### config.mk
export PLATFORM = sky130hd
export DESIGN_NAME = fp_unpack_align
export DESIGN_NICKNAME = d
export VERILOG_FILES = /design/src/rtl/fp_unpack_align.sv
export SDC_FILE = /design/constraint.sdc
export NUM_CORES = 1
export LEC_CHECK = 0
export ABC_AREA = 1
export CAP_MARGIN = 20
export CORE_ASPECT_RATIO = 1.1
export CORE_MARGIN = 1.5
export CORE_UTILIZATION = 49
export DETAILED_ROUTE_END_ITERATION = 12
export GPL_TIMING_DRIVEN = 0
export PLACE_DENSITY_LB_ADDON = 0.3
export SLEW_MARGIN = 30
export SYNTH_ARGS = -nofsm -noshare
export SYNTH_HDL_FRONTEND = slang
export SYNTH_SLANG_ARGS = --single-unit
### constraint.sdc
create_clock -name clk_i -period 2.1 [get_ports clk_i]
set_input_delay 0.315 -clock clk_i [delete_from_list [all_inputs] [get_ports clk_i]]
set_output_delay 0.315 -clock clk_i [all_outputs]
set_load 0.02 [all_outputs]
### src/rtl/fp_unpack_align.sv
// FP operand unpack and exponent alignment: two-stage valid/ready pipeline feeding the adder core.
// Build option FP_UNPACK_DENORM_EN keeps denormals (eff_exp=1); otherwise zero-exponent operands flush to zero.
module fp_unpack_align #(
  parameter int C_EXP         = 5,
  parameter int C_MANT        = 10,
  parameter int C_EXP_PRENORM = 7,
  parameter int C_EXP_ZERO    = 0
) (
  input  logic                            clk_i,
  input  logic                            rst_ni,
  input  logic                            valid_i,
  output logic                            ready_o,
  input  logic [C_EXP+C_MANT:0]           op_a_i,
  input  logic [C_EXP+C_MANT:0]           op_b_i,
  output logic                            valid_o,
  input  logic                            ready_i,
  output logic                            sign_a_o,
  output logic                            sign_b_o,
  output logic signed [C_EXP_PRENORM-1:0] exp_o,
  output logic [C_MANT+3:0]               mant_a_o,
  output logic [C_MANT+3:0]               mant_b_o,
  output logic                            a_ge_b_o
);

  localparam int PW = C_EXP_PRENORM;
  localparam int MW = C_MANT + 4;
  localparam logic [C_EXP-1:0] EZ = C_EXP'(C_EXP_ZERO);

  function automatic logic signed [PW-1:0] eff_exp(input logic [C_EXP-1:0] e);
    logic signed [PW-1:0] r;
    if (e != EZ) begin
      r = PW'(e);
    end else begin
`ifdef FP_UNPACK_DENORM_EN
      r = PW'(1);
`else
      r = '0;
`endif
    end
    return r;
  endfunction

  function automatic logic [C_MANT-1:0] eff_mant(input logic [C_EXP-1:0] e,
                                                 input logic [C_MANT-1:0] m);
    logic [C_MANT-1:0] r;
    r = m;
`ifndef FP_UNPACK_DENORM_EN
    if (e == EZ) r = '0;
`endif
    return r;
  endfunction

  // Shift beyond the full width leaves only the sticky OR of the whole mantissa.
  function automatic logic [MW-1:0] align(input logic [MW-1:0] m, input logic [PW-1:0] d);
    logic [PW-1:0] sh;
    logic [MW-1:0] sr;
    logic [MW-1:0] mask;
    logic          lost;
    sh   = (d > PW'(MW)) ? PW'(MW) : d;
    sr   = m >> sh;
    mask = ~({MW{1'b1}} << sh);
    lost = |(m & mask);
    return {sr[MW-1:1], sr[0] | lost};
  endfunction

  logic [C_EXP-1:0]     fe_a_p0, fe_b_p0;
  logic signed [PW-1:0] ee_a_p0, ee_b_p0;
  logic                 ge_p0;

  logic                 vld_p1;
  logic                 sign_a_p1, sign_b_p1, hid_a_p1, hid_b_p1, ge_p1;
  logic [C_MANT-1:0]    mant_a_p1, mant_b_p1;
  logic signed [PW-1:0] exp_p1;
  logic [PW-1:0]        d_p1;
  logic                 s2_adv;

  assign fe_a_p0 = op_a_i[C_EXP+C_MANT-1:C_MANT];
  assign fe_b_p0 = op_b_i[C_EXP+C_MANT-1:C_MANT];
  assign ee_a_p0 = eff_exp(fe_a_p0);
  assign ee_b_p0 = eff_exp(fe_b_p0);
  assign ge_p0   = ee_a_p0 >= ee_b_p0;

  assign s2_adv  = ~valid_o | ready_i;
  assign ready_o = ~vld_p1 | s2_adv;

  // Stage 1: field split, effective exponents, exponent difference
  always_ff @(posedge clk_i or negedge rst_ni) begin
    if (!rst_ni) begin
      vld_p1    <= 1'b0;
      sign_a_p1 <= 1'b0;
      sign_b_p1 <= 1'b0;
      hid_a_p1  <= 1'b0;
      hid_b_p1  <= 1'b0;
      mant_a_p1 <= '0;
      mant_b_p1 <= '0;
      exp_p1    <= '0;
      d_p1      <= '0;
      ge_p1     <= 1'b0;
    end else if (ready_o) begin
      vld_p1 <= valid_i;
      if (valid_i) begin
        sign_a_p1 <= op_a_i[C_EXP+C_MANT];
        sign_b_p1 <= op_b_i[C_EXP+C_MANT];
        hid_a_p1  <= fe_a_p0 != EZ;
        hid_b_p1  <= fe_b_p0 != EZ;
        mant_a_p1 <= eff_mant(fe_a_p0, op_a_i[C_MANT-1:0]);
        mant_b_p1 <= eff_mant(fe_b_p0, op_b_i[C_MANT-1:0]);
        exp_p1    <= ge_p0 ? ee_a_p0 : ee_b_p0;
        d_p1      <= ge_p0 ? PW'(ee_a_p0 - ee_b_p0) : PW'(ee_b_p0 - ee_a_p0);
        ge_p1     <= ge_p0;
      end
    end
  end

  // Stage 2: GRS extension and right-alignment of the smaller-exponent operand
  always_ff @(posedge clk_i or negedge rst_ni) begin
    if (!rst_ni) begin
      valid_o  <= 1'b0;
      sign_a_o <= 1'b0;
      sign_b_o <= 1'b0;
      exp_o    <= '0;
      mant_a_o <= '0;
      mant_b_o <= '0;
      a_ge_b_o <= 1'b0;
    end else if (s2_adv) begin
      valid_o <= vld_p1;
      if (vld_p1) begin
        sign_a_o <= sign_a_p1;
        sign_b_o <= sign_b_p1;
        exp_o    <= exp_p1;
        a_ge_b_o <= ge_p1;
        mant_a_o <= ge_p1 ? {hid_a_p1, mant_a_p1, 3'b000}
                          : align({hid_a_p1, mant_a_p1, 3'b000}, d_p1);
        mant_b_o <= ge_p1 ? align({hid_b_p1, mant_b_p1, 3'b000}, d_p1)
                          : {hid_b_p1, mant_b_p1, 3'b000};
      end
    end
  end

endmodule

==> key figures <==
Status
  • Status: finished clean

Synth
  • Area fraction in compound gates after synthesis: 0.1496
  • Top cells by area, synth: dfrtp_1, nand2_1, nand3_1, inv_1, o21ai_0
  • Simple-gate area share of the yosys netlist: 0.2951
  • Post-Synthesis Cells: ~660
  • Synth top area share: 0.3959
  • Post-synthesis mux area share: 0
  • Syn avg cell area: between 7 and 8 sq um
  • Seq/Total Area, Yosys: 0.3959
  • Synth Register Bits: 75
  • Synthesized area: between 4000 and 5000 sq um
  • Synth Warn #: 0
  • Synth Area in Adders: 0.03484
  • Area leader, netlist: dfrtp_1
  • Largest family of logic cells by synthesized area: simple AND/OR/NAND/NOR gates
  • Xor/xnor share of the synthesized area: 0.007390
  • Post-synthesis cell type count: 38

Critical path
  • Worst Path Required: between 2 and 2.5 ns
  • Worst Path Max Fanout: 6
  • Crit path DAT: around 2.3 ns
  • Worst Path Buf+Inv: 3
  • Reg2Reg Setup Slack: ~0.11 ns
  • Slowest-stage cell, CP: clkdlybuf4s50_1
  • Crit Path Class: input port to flop
  • R2R depth: 10
  • Critical path's largest stage delay: 0.51 ns
  • Reg2reg start: d_p1[5]$_DFFE_PN0P_
  • Critical Path Start Type: input port
  • Crit path max-delay family: buffers and inverters
  • Worst reg2reg endpoint: mant_a_o[4]$_DFFE_PN0P_
  • Crit end category: flop
  • Worst path cell trace: clkdlybuf4s50_1 > clkbuf_1 > ha_1 > nand3b_1 > nand2_2 > a21oi_4 > nand2_4 > buf_4 > a21oi_1 > o21ai_1 > o21ai_0

Min path
  • Hold path start: op_b_i[12]
  • Hold crit path type: input port to flop
  • Hold Path Stages: 3
  • Hold EP: exp_p1[2]$_DFFE_PN0P_

Finish
  • FF+latch area: 1877 sq um
  • Area occupied by multi-input gates: 2392 sq um
  • Fillers: 876
  • # nets final: 808
  • Area grow syn2layout: 27.29%
  • Util after Layout: 0.6421
  • Layout cell share with drive strength beyond 1: 0.1111
  • N_diodes: 0

GRT
  • Number of global-route vias before repair: roughly 4800
  • Pin count of the biggest net entering global routing: 46
  • GR Util All Layers: 0.3000
  • First-pass GRT wire length: between 20000 and 25000 um
  • GRT Residual Overflow: 0
  • Initial antenna violation count: 0

Clock network
  • Inserted Clock Buffers: 9
  • Root buf cell: clkbuf_8
  • CTS tree: built
  • Clk slew on worst S/H paths: 0.09 ns
  • Later-pin clock latency in the skew report: between 0.3 and 0.4 ns
  • CTS Sinks: 75
  • CTS H-tree depth: 3
  • Max Root-Sink Buffers: 2

Timing
  • RSZ-0062 raised after global routing: no
  • F_max: 489.9 MHz
  • Final Setup Violations: 0
  • Setup TNS: 0 ns
  • Fin crit period: 2.041 ns
  • Post-Route Skew: 0.01395 ns
  • Final hold vios: 0
  • Fin Hold WS: 0.3083 ns
  • Slew HR: 0.5382
  • Period utilization: 0.9719
  • Slew Limit Fails: 0
  • Least-Margin Pin Slew: 0.6927 ns

Detailed routing
  • DRC viols: 0
  • WL per Instance: between 15 and 20 um
  • DR vias: 4915
  • First drt pass iteration count: 5
  • Vias per cell: 5.573
  • Final WL: ~15000 um
  • Antenna Nets Post-Route: 0
  • 1st-iter DRT viols: 317

Die
  • I/O pins: 76
  • Core box area: 9398 sq um
  • Starting Density: 0.5045
  • FP Rows: 37
  • Die footprint: 10270 sq um
  • DIE WIDTH: about 97 um
  • Die Height: 106.2 um

Placement
  • GPL Wtd Cong: 0.9760
  • Detailed placement HPWL: 11610 um
  • Port bufs: 73

Power
  • PwrDens: 971.0 nW/um^2
  • Leakage: a little under 0.003 uW
  • Maximum vdd ir drop: 0.0005066 V

Job
  • Maxcap violations: 0
-- where the power goes --
| group | switching [uW] | internal (uW) |
|---|---|---|
| Combinational | 1590 | 1040 |
| Clock | 629 | 569 |
| Sequential | 245 | 1780 |
| Total | 2470 | 3390 |
-- synthesized netlist by cell type --
cell,instances
buf_6,3
o21bai_1,2
nand2_1,199
clkinv_1,2
inv_2,4
clkbuf_1,18
nor2_2,2
o21ai_1,6
nand3b_1,2
o311ai_2,1
nor2_8,1
nand3_1,71
o21ai_2,2
xor2_1,2
o221ai_1,3
nand2_2,4
nor2_1,24
buf_2,12
a31oi_1,3
o21ai_0,48
dfrtp_1,75
buf_1,1
o22ai_1,19
nor2_4,3
a21oi_1,15
nand3_2,2
buf_4,6
conb_1,1
nand2_4,1
o211ai_1,16
fa_1,2
o311ai_1,1
nand4_1,11
o31ai_1,2
ha_1,10
inv_1,85
xnor2_1,2
a211oi_1,1
-- state kept, by name (all words and copies together) (netlist names), 5 cells and up --
register	cells
mant_a_o	14
exp_o	5
mant_b_p1	10
exp_p1	5
mant_a_p1	10
mant_b_o	14
d_p1	7
-- how the worst max path moves through the flow --
stage | startpoint | end | slack [ns] | cells past startpoint
floorplan | op_b_i[12] | d_p1[4]$_DFFE_PN0P_ | 0.22 | 11
global placement | rst_ni | sign_a_p1$_DFFE_PN0P_ | -1.74 | 1
detailed placement | op_a_i[12] | exp_p1[0]$_DFFE_PN0P_ | -0.67 | 11
CTS | op_a_i[12] | d_p1[6]$_DFFE_PN0P_ | -0.01 | 12
global route | d_p1[5]$_DFFE_PN0P_ | mant_a_o[1]$_DFFE_PN0P_ | 0.007 | 11
finish | op_b_i[11] | exp_p1[4]$_DFFE_PN0P_ | 0.06 | 11
-- what timing repair did --
| item | in CTS | in global routing |
|---|---|---|
| endpoints found under the hold margin | 30 | 0 |
| cloned | 0 | 1 |
| resized for setup | 8 | 24 |
| setup endpoints to repair | 10 | 23 |
| buffers inserted | 5 | 6 |
| hold buffers | 1 | 0 |
| pin swaps | 3 | 5 |
-- cell families after synthesis --
logic type | count (synthesis)
AO/OA/AOI/OAI | 119
XOR/XNOR | 4
adder cells (fa/ha/maj) | 12
buffers and inverters | 131
flip-flops | 75
other | 1
AND/OR/NAND/NOR | 320
-- area by class of cell --
| type | count | area share |
|---|---|---|
| multi-input combinational | 457 | 0.3964 |
| sequential | 75 | 0.3110 |
| timing repair buffer | 87 | 0.1410 |
| inverter | 91 | 0.05660 |
| buffer | 39 | 0.03649 |
| tap | 117 | 0.02426 |
| clock buffer | 9 | 0.02053 |
| clock inverter | 7 | 0.01368 |
-- layer usage --
metal  vias up  track usage  routed length [um]
li1       2349            -                   -
met1      2330       0.3672                6193
met2       195       0.4965                7474
met3        41      0.04931                 883
met4         0       0.1853                 577
met5         -            0                   0
-- placed cells by master (no fill, tap or decap), types with 3 or more instances in the layout --
| cell | n |
|---|---|
| nand2_1 | 198 |
| inv_1 | 83 |
| dfrtp_1 | 75 |
| nand3_1 | 70 |
| clkdlybuf4s50_1 | 70 |
| o21ai_0 | 42 |
| nor2_1 | 21 |
| buf_4 | 19 |
| o22ai_1 | 19 |
| clkbuf_1 | 17 |
| o211ai_1 | 16 |
| a21oi_1 | 12 |
| nand4_1 | 11 |
| o21ai_1 | 10 |
| buf_2 | 9 |
| clkbuf_8 | 9 |
| ha_1 | 8 |
| inv_2 | 6 |
| nor2_2 | 4 |
| nand2_2 | 4 |
| nor2_4 | 4 |
| buf_6 | 4 |
| o21ai_2 | 4 |
| nand3_2 | 3 |
| a31oi_1 | 3 |
| o221ai_1 | 3 |
| inv_6 | 3 |
-- through the flow --
step	power, uW	setup WS (ns)	cell area [sq um]	cells
2_1_floorplan	3555	0.2202	4745	663
3_5_place_dp	4552	-0.6654	5639	854
3_3_place_gp	4519	-1.737	5622	853
6_report	5860	0.05895	6035	882
4_1_cts	5792	-0.01049	5903	875
5_1_grt	6215	0.006514	6035	882
-- worst register-to-register path: cells and delay by family (launching register included) --
family,cells,cell delay [ns]
AO/OA/AOI/OAI,1,0.23
AND/OR/NAND/NOR,7,0.96
flip-flops,1,0.39
buffers and inverters,2,0.34
(Power assumes the default switching activity.)
